**config.mk**
```make
export PLATFORM = sky130hd
export DESIGN_NAME = cfg_write_arbiter_flat
export DESIGN_NICKNAME = d
export VERILOG_FILES = /design/src/rtl/cfg_write_arbiter_if.sv /design/src/rtl/cfg_write_arbiter.sv /design/src/flat_wrapper.sv
export SDC_FILE = /design/constraint.sdc
export NUM_CORES = 1
export LEC_CHECK = 0
export ABC_AREA = 1
export CAP_MARGIN = 0
export CORE_ASPECT_RATIO = 0.8
export CORE_MARGIN = 2
export CORE_UTILIZATION = 44
export CTS_CLUSTER_DIAMETER = 80
export CTS_CLUSTER_SIZE = 28
export DETAILED_ROUTE_END_ITERATION = 6
export GPL_ROUTABILITY_DRIVEN = 0
export PLACE_DENSITY = 0.88
export SLEW_MARGIN = 40
export SYNTH_ARGS = -nofsm -noshare
export SYNTH_HDL_FRONTEND = slang
export SYNTH_SLANG_ARGS = --single-unit
```
**constraint.sdc**
```tcl
create_clock -name CLK -period 1.85 [get_ports CLK]
set_input_delay 0.185 -clock CLK [delete_from_list [all_inputs] [get_ports CLK]]
set_output_delay 0.185 -clock CLK [all_outputs]
set_load 0.05 [all_outputs]
```
**src/rtl/cfg_write_arbiter_if.sv**
```systemverilog
// Requester/write-port bundle for cfg_write_arbiter.
// Handshake: a requester raises REQ[i] with REQ_ADDR/REQ_DATA slice i stable and holds all three
// until it sees ACK[i] or ERR[i] (one-cycle pulses), then drops REQ[i] in the following cycle.
interface cfg_write_arbiter_if #(
  parameter int NREQ = 2
);
  logic [NREQ-1:0]      REQ;
  logic [3*NREQ-1:0]    REQ_ADDR;
  logic [16*NREQ-1:0]   REQ_DATA;
  logic                 UNLOCK;
  logic [NREQ-1:0]      ACK;
  logic [NREQ-1:0]      ERR;
  logic                 WREN;
  logic [2:0]           ABUS;
  logic [15:0]          DBUS;
  logic                 BUSY;
  logic [7:0]           VIOL_CNT;
  logic [1:0]           STATE_DBG;

  modport master (
    output REQ, REQ_ADDR, REQ_DATA, UNLOCK,
    input  ACK, ERR, WREN, ABUS, DBUS, BUSY, VIOL_CNT, STATE_DBG
  );

  modport slave (
    input  REQ, REQ_ADDR, REQ_DATA, UNLOCK,
    output ACK, ERR, WREN, ABUS, DBUS, BUSY, VIOL_CNT, STATE_DBG
  );
endinterface

```
**src/rtl/cfg_write_arbiter.sv**
```systemverilog
// Round-robin arbiter for the configuration register write port, with one-shot unlock
// protection for SERVICE/BOD addresses and a saturating rejected-write counter.
module cfg_write_arbiter #(
  parameter int         NREQ       = 2,
  parameter logic [7:0] PROT_MASK  = 8'hF4,
  parameter int         UNLOCK_WIN = 16
) (
  input  logic                 CLK,
  input  logic                 RST,
  cfg_write_arbiter_if.slave   bus
);
  localparam int PW = (NREQ > 1) ? $clog2(NREQ) : 1;

  typedef enum logic [1:0] {IDLE = 2'd0, WRITE = 2'd1, DONE = 2'd2} state_t;

  state_t            state_q, state_n;
  logic [PW-1:0]     ptr_q, ptr_n;
  logic [PW-1:0]     gnt_q, gnt_n;
  logic [7:0]        cnt_q, cnt_n;
  logic              wren_q, wren_n;
  logic [2:0]        abus_q, abus_n;
  logic [15:0]       dbus_q, dbus_n;
  logic [NREQ-1:0]   ack_q, ack_n;
  logic [NREQ-1:0]   err_q, err_n;
  logic [7:0]        viol_q, viol_n;

  logic              found;
  logic [PW-1:0]     win;
  logic [PW-1:0]     cand;
  logic [2:0]        win_addr;
  logic [15:0]       win_data;
  logic              win_prot;
  logic              accept_prot;

  // First requester at or above PTR, wrapping modulo NREQ.
  always_comb begin
    found = 1'b0;
    win   = '0;
    cand  = '0;
    for (int k = 0; k < NREQ; k++) begin
      cand = PW'((int'(ptr_q) + k) % NREQ);
      if (!found && bus.REQ[cand]) begin
        found = 1'b1;
        win   = cand;
      end
    end
  end

  assign win_addr = bus.REQ_ADDR[int'(win)*3 +: 3];
  assign win_data = bus.REQ_DATA[int'(win)*16 +: 16];
  assign win_prot = PROT_MASK[win_addr];

  always_comb begin
    state_n     = state_q;
    ptr_n       = ptr_q;
    gnt_n       = gnt_q;
    wren_n      = 1'b0;
    ack_n       = '0;
    err_n       = '0;
    abus_n      = abus_q;
    dbus_n      = dbus_q;
    viol_n      = viol_q;
    accept_prot = 1'b0;
    case (state_q)
      IDLE: begin
        if (found) begin
          ptr_n = (win == PW'(NREQ - 1)) ? '0 : PW'(win + 1'b1);
          gnt_n = win;
          if (!win_prot || (cnt_q != 8'd0)) begin
            wren_n      = 1'b1;
            abus_n      = win_addr;
            dbus_n      = win_data;
            accept_prot = win_prot;
            state_n     = WRITE;
          end else begin
            err_n   = NREQ'(1) << win;
            viol_n  = (viol_q == 8'hFF) ? viol_q : viol_q + 8'd1;
            state_n = DONE;
          end
        end
      end
      WRITE: begin
        ack_n   = NREQ'(1) << gnt_q;
        state_n = DONE;
      end
      DONE:    state_n = IDLE;
      default: state_n = IDLE;
    endcase
  end

  // A fresh UNLOCK beats the one-shot clear; decisions above use the pre-update count.
  always_comb begin
    cnt_n = cnt_q;
    if (bus.UNLOCK)
      cnt_n = 8'(UNLOCK_WIN);
    else if (accept_prot)
      cnt_n = 8'd0;
    else if (cnt_q != 8'd0)
      cnt_n = cnt_q - 8'd1;
  end

  always_ff @(posedge CLK) begin
    if (RST) begin
      state_q <= IDLE;
      ptr_q   <= '0;
      gnt_q   <= '0;
      cnt_q   <= 8'd0;
      wren_q  <= 1'b0;
      abus_q  <= 3'd0;
      dbus_q  <= 16'd0;
      ack_q   <= '0;
      err_q   <= '0;
      viol_q  <= 8'd0;
    end else begin
      state_q <= state_n;
      ptr_q   <= ptr_n;
      gnt_q   <= gnt_n;
      cnt_q   <= cnt_n;
      wren_q  <= wren_n;
      abus_q  <= abus_n;
      dbus_q  <= dbus_n;
      ack_q   <= ack_n;
      err_q   <= err_n;
      viol_q  <= viol_n;
    end
  end

  assign bus.WREN      = wren_q;
  assign bus.ABUS      = abus_q;
  assign bus.DBUS      = dbus_q;
  assign bus.ACK       = ack_q;
  assign bus.ERR       = err_q;
  assign bus.VIOL_CNT  = viol_q;
  assign bus.BUSY      = (state_q != IDLE);
  assign bus.STATE_DBG = state_q;
endmodule

```
**src/flat_wrapper.sv**
```systemverilog
// flat-port wrapper written by rule: the top's interface ports become plain ports
module cfg_write_arbiter_flat 
#(
  parameter int         NREQ       = 2,
  parameter logic [7:0] PROT_MASK  = 8'hF4,
  parameter int         UNLOCK_WIN = 16
)
  (CLK, RST, bus_REQ, bus_REQ_ADDR, bus_REQ_DATA, bus_UNLOCK, bus_ACK, bus_ERR, bus_WREN, bus_ABUS, bus_DBUS, bus_BUSY, bus_VIOL_CNT, bus_STATE_DBG);
  cfg_write_arbiter_if #(.NREQ(NREQ)) bus_i ();
  input  logic CLK;
  input  logic RST;
  input wire logic [$bits(bus_i.REQ)-1:0] bus_REQ;
  input wire logic [$bits(bus_i.REQ_ADDR)-1:0] bus_REQ_ADDR;
  input wire logic [$bits(bus_i.REQ_DATA)-1:0] bus_REQ_DATA;
  input wire logic [$bits(bus_i.UNLOCK)-1:0] bus_UNLOCK;
  output wire logic [$bits(bus_i.ACK)-1:0] bus_ACK;
  output wire logic [$bits(bus_i.ERR)-1:0] bus_ERR;
  output wire logic [$bits(bus_i.WREN)-1:0] bus_WREN;
  output wire logic [$bits(bus_i.ABUS)-1:0] bus_ABUS;
  output wire logic [$bits(bus_i.DBUS)-1:0] bus_DBUS;
  output wire logic [$bits(bus_i.BUSY)-1:0] bus_BUSY;
  output wire logic [$bits(bus_i.VIOL_CNT)-1:0] bus_VIOL_CNT;
  output wire logic [$bits(bus_i.STATE_DBG)-1:0] bus_STATE_DBG;
  assign bus_i.REQ = bus_REQ;
  assign bus_i.REQ_ADDR = bus_REQ_ADDR;
  assign bus_i.REQ_DATA = bus_REQ_DATA;
  assign bus_i.UNLOCK = bus_UNLOCK;
  assign bus_ACK = bus_i.ACK;
  assign bus_ERR = bus_i.ERR;
  assign bus_WREN = bus_i.WREN;
  assign bus_ABUS = bus_i.ABUS;
  assign bus_DBUS = bus_i.DBUS;
  assign bus_BUSY = bus_i.BUSY;
  assign bus_VIOL_CNT = bus_i.VIOL_CNT;
  assign bus_STATE_DBG = bus_i.STATE_DBG;
  cfg_write_arbiter #(.NREQ(NREQ), .PROT_MASK(PROT_MASK), .UNLOCK_WIN(UNLOCK_WIN)) u_core (.CLK(CLK), .RST(RST), .bus(bus_i));
endmodule
```
# Word level (Yosys, flattened, before mapping)
# Memories as Yosys holds them, arrays and structs flattened.
# Cells that the tools add are included.
# totals
wordCells	67
out_inout_bits	35
inputBits	43
memories	1
mem_bits_ro	8
reg_bits	44
# mem_list
memory	depth	width	rd	rd_ports_with_merged_regs	wr	line	rtl
(name not given)	8	1	1	0	0	cfg_write_arbiter.sv:51	assign win_prot = PROT_MASK[win_addr];
# classes
shifts	4
eq_ne	3
muxes	20
multipliers	1
bitwise_logic	5
addsub	4
reduce_logical	15
n_lt_le_gt_ge	3
# ops
op	count
$shiftx A32 B6 Y16	1
$shiftx A6 B32 Y3	1
$mux W5	3
$mux W1	14
$add A8 B1 Y8 const B	1
$eq A8 B8 Y1 const B	1
$reduce_bool A8 Y1	1
$sub A8 B1 Y8 const B	1
$reduce_or A3 Y1	2
$not A1 Y1	5
$lt A1 B2 Y1 const B	2
$lt A3 B4 Y1 const B	1
$mux W2	2
$pmux W2 S2	1
$reduce_and A4 Y1	1
$reduce_or A4 Y1	1
$shl A1 B1 Y2 const A	2
$mul A1 B2 Y3 const B	1
$reduce_and A3 Y1	1
$reduce_bool A3 Y1	1
$add A1 B1 Y1 const B	2
$eq A2 B1 Y1 const B	1
$logic_not A1 Y1	2
$logic_not A2 Y1	1
other kinds (6)	6

# Logic depth before layout (Yosys ltp)
# Gate-level depths: netlist of the first run.
# depth
word_depth	17
depth_mapped	15
mapped_depth_nobuf	13

# Worst setup path before layout of the first run
# No wires, ideal clock.
# synth_path
path_kind	register to register
start	register u_core.viol_q[1] (netlist: u_core.bus.VIOL_CNT[1])
end	register u_core.viol_q[3] (netlist: u_core.bus.VIOL_CNT[3])
t_arrival_ps	1674
path_slack_ps	105
setup_time_ps	71
t_required_ps	1779
synth_period_minus_slack_ps	1745
n_path_buf	0
stages_incl_launch_ff	8
path_cell_list	dfxtp_1 > ha_1 > inv_1 > nor2_1 > nand2_1 > nand4_1 > nand2_1 > a21oi_1
# synth_via
elab_chain_len	3
elab_cells_between_ends	4
classes_between	1 x add/sub; 1 x eq/ne; 1 x bitwise; 1 x reduce/logical
# synth_lines
item	line	rtl
start, declared	cfg_write_arbiter.sv:25	logic [7:0] viol_q, viol_n;
start signal, assigned	cfg_write_arbiter.sv:124	viol_q <= viol_n;
parallel branches: the longest is 3 deep, another holds $add A8 B1 Y8	--	
# Parallel ways; which one is timed is not known.
# A chain may end at the register's enable or synchronous reset.

# Final worst setup path of the first run
# layout_path
start	register u_core.viol_q[4] (netlist: u_core.bus.VIOL_CNT[4])
end	output port bus_VIOL_CNT[4]
# layout_rtl
item	line	rtl
end, declared	flat_wrapper.sv:22	output wire logic [$bits(bus_i.VIOL_CNT)-1:0] bus_VIOL_CNT;
# No word-level cell between the ends.

==> impl_metrics.py, run 1 <==
metrics = {
    "timing": {
        "setup_violations": 0,
        "fmax_ghz": 0.5677,
        "period_minus_slack_ns": 1.762,
        "timing.final.max_slew_violations": 0,
        "finClkSkew_ns": 0.005823,
        "hold_viol_final": 0,
        "worstMarginPinSlew_ns": 0.5166,
        "worst_slew_margin_rel_pct": 65.45,
        "rsz0062_at_grt": "no",
        "post-route-period-util_pct": 95.22,
        "final.setup.worst_slack_ns": 0.08837,
    },
    "worst_setup_path": {
        "setup.worst_path.start_class": "register",
        "cp_slowest_stage_delay_ns": 0.84,
        "regToRegSetupSlack_ns": 0.11,
        "crit_path_top_delay_cell": "clkdlybuf4s50_1",
        "crit_buf_inv": 1,
        "path_class": "register to primary output",
        "worstSetupEndpointType": "primary output",
        "worst-endpoint-required_ns": 1.66,
        "ff2ff_path_depth": 9,
        "crit_family": "buffers and inverters",
        "regToRegStartpoint": "u_core.cnt_q[0]",
        "worstPathCellList": "clkdlybuf4s50_1",
        "critPathMaxFanout": 5,
        "critical_path_arrival_ns": 1.58,
        "timing.rr.end": "u_core.bus.DBUS[15]",
    },
    "routing": {
        "postRouteAntennaNets": 0,
        "detail_route.wirelength_um": 5191,
        "drcViolationCount": 0,
        "post_drt_wl_per_cell_um": 11.36,
        "routed-via-count": 2221,
        "drtPass1Iterations": 4,
        "routed_via_density": 4.860,
        "drt_iter0_drc": 109,
    },
    "cells_and_area": {
        "areaGrowthSynthToFinish_pct": 48.90,
        "non_filler_cell_area_final_um2": 3136,
        "num-nets-final": 441,
        "final_layout_size_suffix_gt1_share_pct": 9.824,
        "final_cell_count_no_fill": 457,
        "antenna_cells_inserted": 0,
    },
    "synth": {
        "synthCells": 307,
        "syn-mean-instance-area_um2": 6.859,
        "syn-num-nets": 352,
        "synth.distinct_cells": 31,
        "number_of_flops_mapped_to_enable_cells_by_yosys": 0,
        "synth-seq-area-share_pct": 41.83,
        "yosys_register_bits": 44,
        "mappedNetlistArea_um2": 2106,
        "yosysWarnings": 0,
        "synth_async_sr_flop_share_pct": 0,
        "ys_dominant_reg_cell": "dfxtp_1",
    },
    "pwr": {
        "cellPowerDensity_nw_per_um2": 1666,
        "design_power_total_mw": 5.224,
        "power.static_leakage_nw": 1.389,
        "vdd.ir_drop.worst_mv": 1.062,
    },
    "global_routing": {
        "grt_first_pass_wirelength_um": 8749,
        "grt_pass1_vias": 2142,
        "globalRouteOverflowTotal": 0,
        "grt_usage_pct": 20.90,
        "number_of_antenna_violations_at_the_first_check_in_global_routing": 0,
        "grt_max_degree": 22,
    },
    "min_path": {
        "min_from": "u_core.gnt_q",
        "worst_hold_path.num_cells": 1,
        "worst_hold_path.endpoint": "u_core.bus.ACK[0]",
        "hold_class": "register to register",
    },
    "die": {
        "die-width_um": 81.35,
        "initial_core_util_pct": 45.81,
        "die_height_um": 65.88,
        "row_count": 22,
        "dieArea_um2": 5359,
        "core-area_um2": 4597,
        "io_pins": 78,
    },
    "cts": {
        "clkTransAtPathRegs_ns": 0.08,
        "cts_repair_resize_count": 0,
        "worstSkewPairLatency_ns": 0.30,
        "cts_root_buf": "clkbuf_8",
        "cts_hold_buf": 0,
        "tritoncts_clock_tree": "yes",
        "clkSinkCount": 44,
        "number_of_buffers_on_the_longest_clock_path": 2,
        "tritoncts.num_buffers": 5,
        "cts_max_level": 2,
        "post_cts.repair.setup_buffers": 0,
    },
    "placement": {
        "dp.final_hpwl_um": 4041,
        "placedCellCount": 449,
        "buffer_ports.inserted": 77,
        "place_worst_setup_slack_ns": -0.05674,
        "placed_cell_area_um2": 3007,
    },
    "status": {
        "status": "complete, no violations",
    },
    "job": {
        "max_capacitance_violation_count": 0,
    },
}
[worst register-to-register path, stage by stage (launching register included)]
cell and delay (ns):
dfxtp_1 0.32, inv_1 0.12, ha_1 0.20, inv_1 0.11, nor3_4 0.30, nand2_2 0.09
nand2_2 0.16, inv_4 0.13, nor2_1 0.14, nor2_1 0.06
[synthesized netlist by cell type, drive strengths merged (2+ instances only)]
library cell / instances / area [um^2]
ha: 2 / 25.02
nor3: 4 / 31.28
buf: 5 / 50.04
a21oi: 14 / 73.82
clkbuf: 5 / 20.01
nand2: 90 / 352.8
o21ai: 22 / 113.9
or2: 3 / 21.27
dfxtp: 44 / 880.8
nand3: 7 / 35.03
xor2: 5 / 43.79
nor2: 59 / 229.0
nand4: 13 / 81.33
inv: 28 / 107.6
[state kept, by name (all words and copies together), names as in the netlist]
| register | cells |
|---|---|
| u_core.bus.STATE_DBG | 2 |
| u_core.bus.WREN | 1 |
| u_core.bus.ABUS | 3 |
| u_core.gnt_q | 1 |
| u_core.bus.DBUS | 16 |
| u_core.bus.ACK | 2 |
| u_core.bus.ERR | 2 |
| u_core.cnt_q | 8 |
| u_core.ptr_q | 1 |
| u_core.bus.VIOL_CNT | 8 |
[worst max-delay path by stage]
stage                                        from                     end  cells after the start
final                      u_core.bus.VIOL_CNT[4]         bus_VIOL_CNT[4]                      1
after global routing       u_core.bus.VIOL_CNT[1]  u_core.bus.VIOL_CNT[4]                      7
after CTS                 u_core.bus.STATE_DBG[0]                bus_BUSY                      3
after detailed placement               bus_REQ[1]      u_core.bus.DBUS[8]                     11
after global placement                 bus_REQ[1]      u_core.bus.ABUS[2]                     12
after floorplan            u_core.bus.VIOL_CNT[1]  u_core.bus.VIOL_CNT[3]                      7
[routing by layer]
metal	share of wire, %	wire (um)	track usage (%)	vias to the layer above
met2	49	2523	36.89	77
met4	2.0	103	8.051	0
met3	5.6	290	4.508	11
li1	-	-	-	1147
met1	44	2273	24.60	986
met5	0	0	0	-
[cell families (layout without fill, tap and decap cells)]
group	count (synthesis)	count (layout)	share of synthesized area, %
XOR/XNOR	6	6	2.496
AO/OA/AOI/OAI	38	38	9.567
AND/OR/NAND/NOR	178	178	36.30
buffers and inverters	39	129	8.615
adder cells (fa/ha/maj)	2	2	1.188
flip-flops	44	44	41.83
[where the power goes]
part | internal, mW | leakage, nW | switching [mW]
sequential | 1.23 | 0.361 | 0.165
combinational | 1.10 | 0.963 | 1.93
clock | 0.476 | 0.0645 | 0.319
total | 2.81 | 1.39 | 2.41
[placed cells by master, fill, tap and decap left out, drive strengths merged]
master	synthesis	layout
a21oi	14	14
a31oi	1	1
xnor2	1	1
nor3	4	4
nand3b	1	1
nor2	59	59
nand4	13	13
dfxtp	44	44
inv	28	28
ha	2	2
clkdlybuf4s50	0	76
nand2	90	90
or2	3	3
a211oi	1	1
o21ai	22	22
bufinv	0	1
clkinv	1	1
buf	5	15
and2	1	1
nand3	7	7
clkbuf	5	7
dlymetal6s2s	0	1
xor2	5	5
[cell type report]
class / count / area [um^2]
Clock buffer: 7 / 96.34
Clock inverter: 1 / 30.03
Fill cell: 373 / 1461
Inverter: 29 / 111.4
Multi-Input combinational cell: 224 / 1044
Sequential cell: 44 / 880.8
Tap cell: 60 / 75.07
Timing Repair Buffer: 92 / 898.4
[stage by stage]
step,hold slack (ns),setup TNS (ns),util (%)
finish,0.4609,0,68.21
global route,0.4696,0,68.21
CTS,0.4631,0,68.15
detailed placement,0.4511,-0.3525,65.41
global placement,0.4315,0,65.41
floorplan,0.2635,0,-
(Power assumes the default switching activity.)
==> run 2: changes to the inputs <==
Settings changed: CTS_CLUSTER_SIZE 28 to default.
==> results of run 2 <==
Same layout as run 1: the final DEF is identical, and so are final timing and power.
